### config.mk
export PLATFORM = sky130hd
export DESIGN_NAME = legv8_decode_stage_flat
export DESIGN_NICKNAME = d
export VERILOG_FILES = /design/src/rtl/legv8_decode_if.sv /design/src/rtl/legv8_decode_stage.sv /design/src/flat_wrapper.sv
export SDC_FILE = /design/constraint.sdc
export NUM_CORES = 1
export LEC_CHECK = 0
export ABC_AREA = 1
export CAP_MARGIN = 20
export CORE_UTILIZATION = 44
export DETAILED_ROUTE_END_ITERATION = 8
export GPL_TIMING_DRIVEN = 0
export PLACE_DENSITY = 0.81
export SETUP_SLACK_MARGIN = 0.2
export SYNTH_ARGS = -nofsm -noshare
export SYNTH_HDL_FRONTEND = slang
export SYNTH_SLANG_ARGS = --single-unit
### constraint.sdc
create_clock -name clk -period 2.8 [get_ports clk]
set_input_delay 0.56 -clock clk [delete_from_list [all_inputs] [get_ports clk]]
set_output_delay 0.56 -clock clk [all_outputs]
set_load 0.03 [all_outputs]
### src/rtl/legv8_decode_if.sv
// legv8_decode_if: fetch-side and execute-side handshake bundle of the LEGv8 decode stage
interface legv8_decode_if #(
    parameter int DATA_W = 64,
    parameter int PC_W   = 64,
    parameter int REG_AW = 5
);
    logic              flush;
    logic              in_valid;
    logic              in_ready;
    logic [31:0]       instruction;
    logic [PC_W-1:0]   pc_in;
    logic              out_valid;
    logic              out_ready;
    logic [PC_W-1:0]   pc_out;
    logic [REG_AW-1:0] reg1;
    logic [REG_AW-1:0] reg2;
    logic [REG_AW-1:0] wreg;
    logic [DATA_W-1:0] se;
    logic              ALUsrc;
    logic              Ubranch;
    logic              Branch;
    logic              BranchNZ;
    logic              MemRead;
    logic              MemWrite;
    logic              MemToReg;
    logic              RegWrite;
    logic              illegal;
    logic [3:0]        ALUop;

    modport master (
        output flush, in_valid, instruction, pc_in, out_ready,
        input  in_ready, out_valid, pc_out, reg1, reg2, wreg, se,
               ALUsrc, Ubranch, Branch, BranchNZ, MemRead, MemWrite, MemToReg, RegWrite, illegal, ALUop
    );

    modport slave (
        input  flush, in_valid, instruction, pc_in, out_ready,
        output in_ready, out_valid, pc_out, reg1, reg2, wreg, se,
               ALUsrc, Ubranch, Branch, BranchNZ, MemRead, MemWrite, MemToReg, RegWrite, illegal, ALUop
    );
endinterface

### src/rtl/legv8_decode_stage.sv
// legv8_decode_stage: registered LEGv8 decoder with valid/ready handshake, flush and load-use interlock
module legv8_decode_stage #(
    parameter int DATA_W   = 64,
    parameter int PC_W     = 64,
    parameter int REG_AW   = 5,
    parameter int LU_STALL = 1
) (
    input logic           clk,
    input logic           rst_n,
    legv8_decode_if.slave bus
);
    localparam int CNT_W = LU_STALL > 0 ? $clog2(LU_STALL + 1) : 1;

    typedef struct packed {
        logic [REG_AW-1:0] reg1;
        logic [REG_AW-1:0] reg2;
        logic [REG_AW-1:0] wreg;
        logic [DATA_W-1:0] se;
        logic              alu_src;
        logic              ubranch;
        logic              branch;
        logic              branch_nz;
        logic              mem_read;
        logic              mem_write;
        logic              mem_to_reg;
        logic              reg_write;
        logic              illegal;
        logic [3:0]        alu_op;
    } ctl_t;

    logic [31:0]       ins;
    logic [10:0]       op;
    logic [REG_AW-1:0] rn, rm, rd;
    ctl_t              d, q;
    logic              use1, use2;
    logic              hold, accept, out_valid;
    logic [PC_W-1:0]   pc_q;
    logic [CNT_W-1:0]  lu_cnt;
    logic [REG_AW-1:0] lu_reg;

    assign ins = bus.instruction;
    assign op  = ins[31:21];
    assign rn  = REG_AW'(ins[9:5]);
    assign rm  = REG_AW'(ins[20:16]);
    assign rd  = REG_AW'(ins[4:0]);

    // priority decode of the presented instruction; use1/use2 mark which read ports the format really uses
    always_comb begin
        d    = '0;
        use1 = 1'b0;
        use2 = 1'b0;
        if (ins[31:26] == 6'b000101) begin
            d.ubranch = 1'b1;
            d.alu_op  = 4'b0111;
            d.se      = {{(DATA_W-26){ins[25]}}, ins[25:0]};
        end else if (ins[31:25] == 7'b1011010) begin
            d.branch    = !ins[24];
            d.branch_nz = ins[24];
            d.alu_op    = 4'b0111;
            d.reg2      = rd;
            use2        = 1'b1;
            d.se        = {{(DATA_W-19){ins[23]}}, ins[23:5]};
        end else if (op == 11'b11111000000) begin
            d.mem_write = 1'b1;
            d.alu_src   = 1'b1;
            d.alu_op    = 4'b0010;
            d.reg1      = rn;
            d.reg2      = rd;
            use1        = 1'b1;
            use2        = 1'b1;
            d.se        = {{(DATA_W-9){ins[20]}}, ins[20:12]};
        end else if (op == 11'b11111000010) begin
            d.mem_read   = 1'b1;
            d.mem_to_reg = 1'b1;
            d.reg_write  = 1'b1;
            d.alu_src    = 1'b1;
            d.alu_op     = 4'b0010;
            d.reg1       = rn;
            d.wreg       = rd;
            use1         = 1'b1;
            d.se         = {{(DATA_W-9){ins[20]}}, ins[20:12]};
        end else if (op == 11'b10001011000 || op == 11'b11001011000 ||
                     op == 11'b10001010000 || op == 11'b10101010000) begin
            d.reg_write = 1'b1;
            d.alu_op    = op == 11'b10001011000 ? 4'b0010 :
                          op == 11'b11001011000 ? 4'b0110 :
                          op == 11'b10001010000 ? 4'b0000 : 4'b0001;
            d.reg1      = rn;
            d.reg2      = rm;
            d.wreg      = rd;
            use1        = 1'b1;
            use2        = 1'b1;
        end else if (ins[31:22] == 10'b1001000100 || ins[31:22] == 10'b1101000100) begin
            d.alu_src   = 1'b1;
            d.reg_write = 1'b1;
            d.alu_op    = ins[30] ? 4'b0110 : 4'b0010;
            d.reg1      = rn;
            d.wreg      = rd;
            use1        = 1'b1;
            d.se        = {{(DATA_W-12){1'b0}}, ins[21:10]};
        end else begin
            d.illegal = 1'b1;
        end
    end

    // lu_reg is never X31, so a read of X31 can never match it
    assign hold   = (lu_cnt != '0) && ((use1 && d.reg1 == lu_reg) || (use2 && d.reg2 == lu_reg));
    assign bus.in_ready = (!out_valid || bus.out_ready) && !hold && !bus.flush;
    assign accept = bus.in_valid && bus.in_ready;

    // output register: flush kills the entry, accept loads (replacing a departing entry), drain clears valid
    always_ff @(posedge clk or negedge rst_n) begin
        if (!rst_n) begin
            out_valid <= 1'b0;
            q         <= '0;
            pc_q      <= '0;
        end else if (bus.flush) begin
            out_valid <= 1'b0;
        end else if (accept) begin
            out_valid <= 1'b1;
            q         <= d;
            pc_q      <= bus.pc_in;
        end else if (bus.out_ready) begin
            out_valid <= 1'b0;
        end
    end

    // load-use interlock: arm when an LDUR with a real destination leaves, then count down
    always_ff @(posedge clk or negedge rst_n) begin
        if (!rst_n) begin
            lu_cnt <= '0;
            lu_reg <= '0;
        end else if (bus.flush) begin
            lu_cnt <= '0;
        end else if (out_valid && bus.out_ready && q.mem_read && q.wreg != REG_AW'(5'd31)) begin
            lu_cnt <= CNT_W'(LU_STALL);
            lu_reg <= q.wreg;
        end else if (lu_cnt != '0) begin
            lu_cnt <= lu_cnt - 1'b1;
        end
    end

    assign bus.out_valid = out_valid;
    assign bus.pc_out    = pc_q;
    assign bus.reg1      = q.reg1;
    assign bus.reg2      = q.reg2;
    assign bus.wreg      = q.wreg;
    assign bus.se        = q.se;
    assign bus.ALUsrc    = q.alu_src;
    assign bus.Ubranch   = q.ubranch;
    assign bus.Branch    = q.branch;
    assign bus.BranchNZ  = q.branch_nz;
    assign bus.MemRead   = q.mem_read;
    assign bus.MemWrite  = q.mem_write;
    assign bus.MemToReg  = q.mem_to_reg;
    assign bus.RegWrite  = q.reg_write;
    assign bus.illegal   = q.illegal;
    assign bus.ALUop     = q.alu_op;
endmodule

### src/flat_wrapper.sv
// flat-port wrapper written by rule: the top's interface ports become plain ports
module legv8_decode_stage_flat 
#(
    parameter int DATA_W   = 64,
    parameter int PC_W     = 64,
    parameter int REG_AW   = 5,
    parameter int LU_STALL = 1
)
  (clk, rst_n, bus_flush, bus_in_valid, bus_instruction, bus_pc_in, bus_out_ready, bus_in_ready, bus_out_valid, bus_pc_out, bus_reg1, bus_reg2, bus_wreg, bus_se, bus_ALUsrc, bus_Ubranch, bus_Branch, bus_BranchNZ, bus_MemRead, bus_MemWrite, bus_MemToReg, bus_RegWrite, bus_illegal, bus_ALUop);
  legv8_decode_if #(.DATA_W(DATA_W), .PC_W(PC_W), .REG_AW(REG_AW)) bus_i ();
  input logic clk;
  input logic rst_n;
  input wire logic [$bits(bus_i.flush)-1:0] bus_flush;
  input wire logic [$bits(bus_i.in_valid)-1:0] bus_in_valid;
  input wire logic [$bits(bus_i.instruction)-1:0] bus_instruction;
  input wire logic [$bits(bus_i.pc_in)-1:0] bus_pc_in;
  input wire logic [$bits(bus_i.out_ready)-1:0] bus_out_ready;
  output wire logic [$bits(bus_i.in_ready)-1:0] bus_in_ready;
  output wire logic [$bits(bus_i.out_valid)-1:0] bus_out_valid;
  output wire logic [$bits(bus_i.pc_out)-1:0] bus_pc_out;
  output wire logic [$bits(bus_i.reg1)-1:0] bus_reg1;
  output wire logic [$bits(bus_i.reg2)-1:0] bus_reg2;
  output wire logic [$bits(bus_i.wreg)-1:0] bus_wreg;
  output wire logic [$bits(bus_i.se)-1:0] bus_se;
  output wire logic [$bits(bus_i.ALUsrc)-1:0] bus_ALUsrc;
  output wire logic [$bits(bus_i.Ubranch)-1:0] bus_Ubranch;
  output wire logic [$bits(bus_i.Branch)-1:0] bus_Branch;
  output wire logic [$bits(bus_i.BranchNZ)-1:0] bus_BranchNZ;
  output wire logic [$bits(bus_i.MemRead)-1:0] bus_MemRead;
  output wire logic [$bits(bus_i.MemWrite)-1:0] bus_MemWrite;
  output wire logic [$bits(bus_i.MemToReg)-1:0] bus_MemToReg;
  output wire logic [$bits(bus_i.RegWrite)-1:0] bus_RegWrite;
  output wire logic [$bits(bus_i.illegal)-1:0] bus_illegal;
  output wire logic [$bits(bus_i.ALUop)-1:0] bus_ALUop;
  assign bus_i.flush = bus_flush;
  assign bus_i.in_valid = bus_in_valid;
  assign bus_i.instruction = bus_instruction;
  assign bus_i.pc_in = bus_pc_in;
  assign bus_i.out_ready = bus_out_ready;
  assign bus_in_ready = bus_i.in_ready;
  assign bus_out_valid = bus_i.out_valid;
  assign bus_pc_out = bus_i.pc_out;
  assign bus_reg1 = bus_i.reg1;
  assign bus_reg2 = bus_i.reg2;
  assign bus_wreg = bus_i.wreg;
  assign bus_se = bus_i.se;
  assign bus_ALUsrc = bus_i.ALUsrc;
  assign bus_Ubranch = bus_i.Ubranch;
  assign bus_Branch = bus_i.Branch;
  assign bus_BranchNZ = bus_i.BranchNZ;
  assign bus_MemRead = bus_i.MemRead;
  assign bus_MemWrite = bus_i.MemWrite;
  assign bus_MemToReg = bus_i.MemToReg;
  assign bus_RegWrite = bus_i.RegWrite;
  assign bus_illegal = bus_i.illegal;
  assign bus_ALUop = bus_i.ALUop;
  legv8_decode_stage #(.DATA_W(DATA_W), .PC_W(PC_W), .REG_AW(REG_AW), .LU_STALL(LU_STALL)) u_core (.clk(clk), .rst_n(rst_n), .bus(bus_i));
endmodule
==> key figures <==
Worst setup path
  – CP bufs+invs: 5
  – Max incr delay on CP: between 0.15 and 0.2 ns
  – Top cell by count, worst path: nand2_1
  – CP max stage cell: buf_6
  – Cells along the critical path: buf_4 > nand2_1 > nor2_4 > nand3_4 > buf_6 > nand3_2 > nand2_1 > inv_2 > nand2_2 > nand2_1 > nand2_1 > nor2_1 > nand3_1 > nand2_2 > nand2_8 > buf_8 > nand2_4 > nor2_4 > buf_6
  – Nature of the critical path endpoint: output pin
  – Crit Path Class: in -> out
  – Top delay family on crit path: simple AND/OR/NAND/NOR gates
  – CP arrival: approximately 2.3 ns
  – Flop2flop setup slack: between 0.5 and 0.6 ns
  – Critical Path Start Type: input port
  – Worst path required time: 2.24 ns
  – CP Max Fanout: 7

Clock tree
  – Root Driver: clkbuf_16
  – Htree depth: 4
  – Clk_lat worst skew: ~0.42 ns
  – Longest Clk Path Bufs: 2
  – Clk sink count: 123
  – CTS Hold Bufs: 0
  – Clock buffer count from CTS: 17
  – Clock-pin slew on the worst setup and hold paths: about 0.060 ns
  – TritonCTS clock tree: built

Logic synthesis
  – Number of synthesized flops with an enable pin: 0
  – Synth Net Count: 962
  – Async set or reset register ratio after synthesis: between 90% and 100%
  – Cell variety after synth: 37
  – Post-Synthesis Cell Area: 6580 µm²
  – Register area share after synthesis: 46.8%
  – Yosys reg bits: 123
  – Prevailing post-synth register cell: dfrtp_1
  – Mapped Cells: 861
  – Yosys warning total: 0
  – Average cell area after synthesis: 7.64 µm²

Place
  – Gpl congestion: 0.966
  – Placed cell area: 9470 µm²
  – IO Port Bufs: 256
  – Detailed placer's ending HPWL: 16.3 mm

Timing
  – Slew Limit Fails: 0
  – Worst hold slack: 0.0600 ns
  – F_max: between 300 and 400 MHz
  – Final worst setup slack: -0.0976 ns
  – Tcrit/Tclk final: 103%
  – Hold Vio Cnt, Final: 0
  – Setup TNS Final: -0.0976 ns
  – Final setup vio count: 1
  – Post-route minimum period: 2.90 ns
  – Worst Clk Skew: a little under 0.008 ns
  – RSZ-0062 raised after global routing: yes
  – Worst-margin pin slew: 0.680 ns
  – Slew headroom: 54.7%

Routing
  – DR iter-0 viols: 462
  – ANT nets after route: 0
  – DRT Pass-1 Iters: 5
  – WL/cell: 16.7 µm
  – Residual DRC: 0
  – Final wirelength: 23.0 mm
  – Via/cell ratio: 5.29
  – Vias: 7279

Global route
  – GRT Resource Usage Total: slightly below 30%
  – Met1 Usage GRT: 39.6%
  – Largest net degree at the start of global routing: 76
  – Initial antenna violation count: 0
  – Met3 track demand over resource: under 10%
  – Met2 global-route usage: 45.3%
  – Busiest grt layer: met2
  – First-pass GRT wire length: roughly 37 mm
  – Vias in the first global route: between 7000 and 8000
  – GR Overflow Total: 0

Worst hold path
  – Hold/Removal Path Class: in -> async

Floorplan
  – Placement row count: 44
  – DIE AREA: approximately 15000 µm²
  – Die Span X: 124 µm
  – # IOs: 259
  – Core area: 14600 µm²
  – Die Y-Extent: ~120 µm
  – Initial core utilization: between 40% and 50%

Finish
  – Largest register FFs: 64
  – Antenna Diode Count: 0
  – Final core occ: around three quarters
  – Area grow syn2layout: 63.7%
  – Layout cell share with drive strength beyond 1: 19.3%
  – Final #Nets: 1280
  – Finished layout cell area: 10800 µm²

Job
  – Max-Cap Viols: 0

Outcome
  – Failing checks: setup timing
  – Status: complete, but fails checks

Power and ir drop
  – Leakage: about 5.4 nW
  – Pwr dens: 522 nW/µm²
  – Maximum vdd drop: 0.413 mV
-- cells by family (layout without fill, tap and decap cells) --
family | count (synthesis) | after routing | synth area share [%]
flip-flops | 123 | 123 | 46.8
AO/OA/AOI/OAI | 48 | 48 | 4.70
buffers and inverters | 157 | 486 | 12.0
AND/OR/NAND/NOR | 531 | 532 | 36.4
other | 1 | 1 | 0.0570
XOR/XNOR | 1 | 1 | 0.133
-- per-layer routing --
metal  share of wire, %  up-vias
li1                   -     3469
met1                 43     3409
met2                 46      339
met3                7.0       62
met4                3.6        0
met5                  0        -
-- power by group --
group	switching (mW)	internal (mW)
sequential	0.0849	1.93
combinational	0.749	0.537
clock	0.830	1.49
total	1.66	3.96
-- placed cells by master, fill, tap and decap left out, types with 6 or more instances in the layout --
cell type        count
dfrtp_1            122
nor2_4              12
clkbuf_2             7
clkdlybuf4s50_1    241
o21ai_0             16
nand4_1            118
nand3_1             20
nand2_1            301
nand2_2             17
nand2_4              8
nor2_1              31
clkbuf_1            31
inv_1               41
clkbuf_16           18
inv_4                6
nand3_2              8
buf_2                8
buf_6               17
buf_4               79
inv_2               12
a31oi_1             10
-- final timing paths --
check / cells after the start / to / from
hold reg to reg: 2 / u_core.bus.pc_out[0] / u_core.bus.pc_out[0]
setup reg to reg: 5 / u_core.bus.se[7] / u_core.bus.out_valid
max in group asynchronous: 2 / u_core.bus.se[1] / rst_n
min in group clk: 2 / u_core.bus.pc_out[0] / u_core.bus.pc_out[0]
hold / removal: 1 / u_core.bus.pc_out[15] / rst_n
setup / recovery: 19 / bus_in_ready / bus_instruction[30]
-- area by class of cell --
class	count	area, µm²
fillers	1127	3810
clock buffers	18	429
clock inverters	13	193
well taps	184	230
repair buffers	298	2950
plain buffers	95	603
inverters	62	256
flip-flops and latches	123	3080
multi-input cells	582	3030
-- worst reg2reg max path: cells and delay by family, from the launching register on --
family	cells	cell delay (ns)
AND/OR/NAND/NOR	2	0.29
buffers and inverters	2	0.94
AO/OA/AOI/OAI	1	0.56
flip-flops	1	0.42
-- stage by stage --
stage	power (mW)	setup slack, ns	std cells
floorplan	2.64	0.159	861
global placement	3.25	-3.64	1301
detailed placement	3.27	-1.49	1302
CTS	5.60	-0.0737	1363
global route	5.82	-0.219	1375
finish	5.62	-0.0976	1375
-- synthesized netlist by cell type, types with 2 or more instances --
| library cell | number | area share [%] |
|---|---|---|
| buf_2 | 12 | 0.91 |
| nor2_2 | 2 | 0.19 |
| o21ai_0 | 16 | 1.2 |
| o2111ai_1 | 4 | 0.53 |
| nor2_1 | 42 | 2.4 |
| nand3_2 | 3 | 0.46 |
| inv_2 | 5 | 0.29 |
| o22ai_1 | 2 | 0.19 |
| o221ai_1 | 3 | 0.40 |
| clkinv_1 | 2 | 0.11 |
| a21oi_1 | 2 | 0.15 |
| nand2_1 | 326 | 19 |
| nand3_1 | 28 | 2.1 |
| a31oi_1 | 10 | 0.95 |
| dfrtp_1 | 123 | 47 |
| nor4_1 | 2 | 0.19 |
| nor3_1 | 5 | 0.38 |
| nand4_1 | 118 | 11 |
| clkbuf_1 | 37 | 2.1 |
| buf_6 | 4 | 0.68 |
| inv_1 | 55 | 3.1 |
| o211ai_1 | 5 | 0.57 |
| buf_4 | 41 | 4.7 |
-- repair_timing --
action / 4_1_cts / 5_1_grt
hold endpoints to repair: 0 / 0
resized for setup: 104 / 91
endpoints found under the setup margin: 157 / 108
pin swaps: 28 / 30
setup buffers: 30 / 10
gates cloned: 0 / 2
Power figures use the tool's default switching activity.
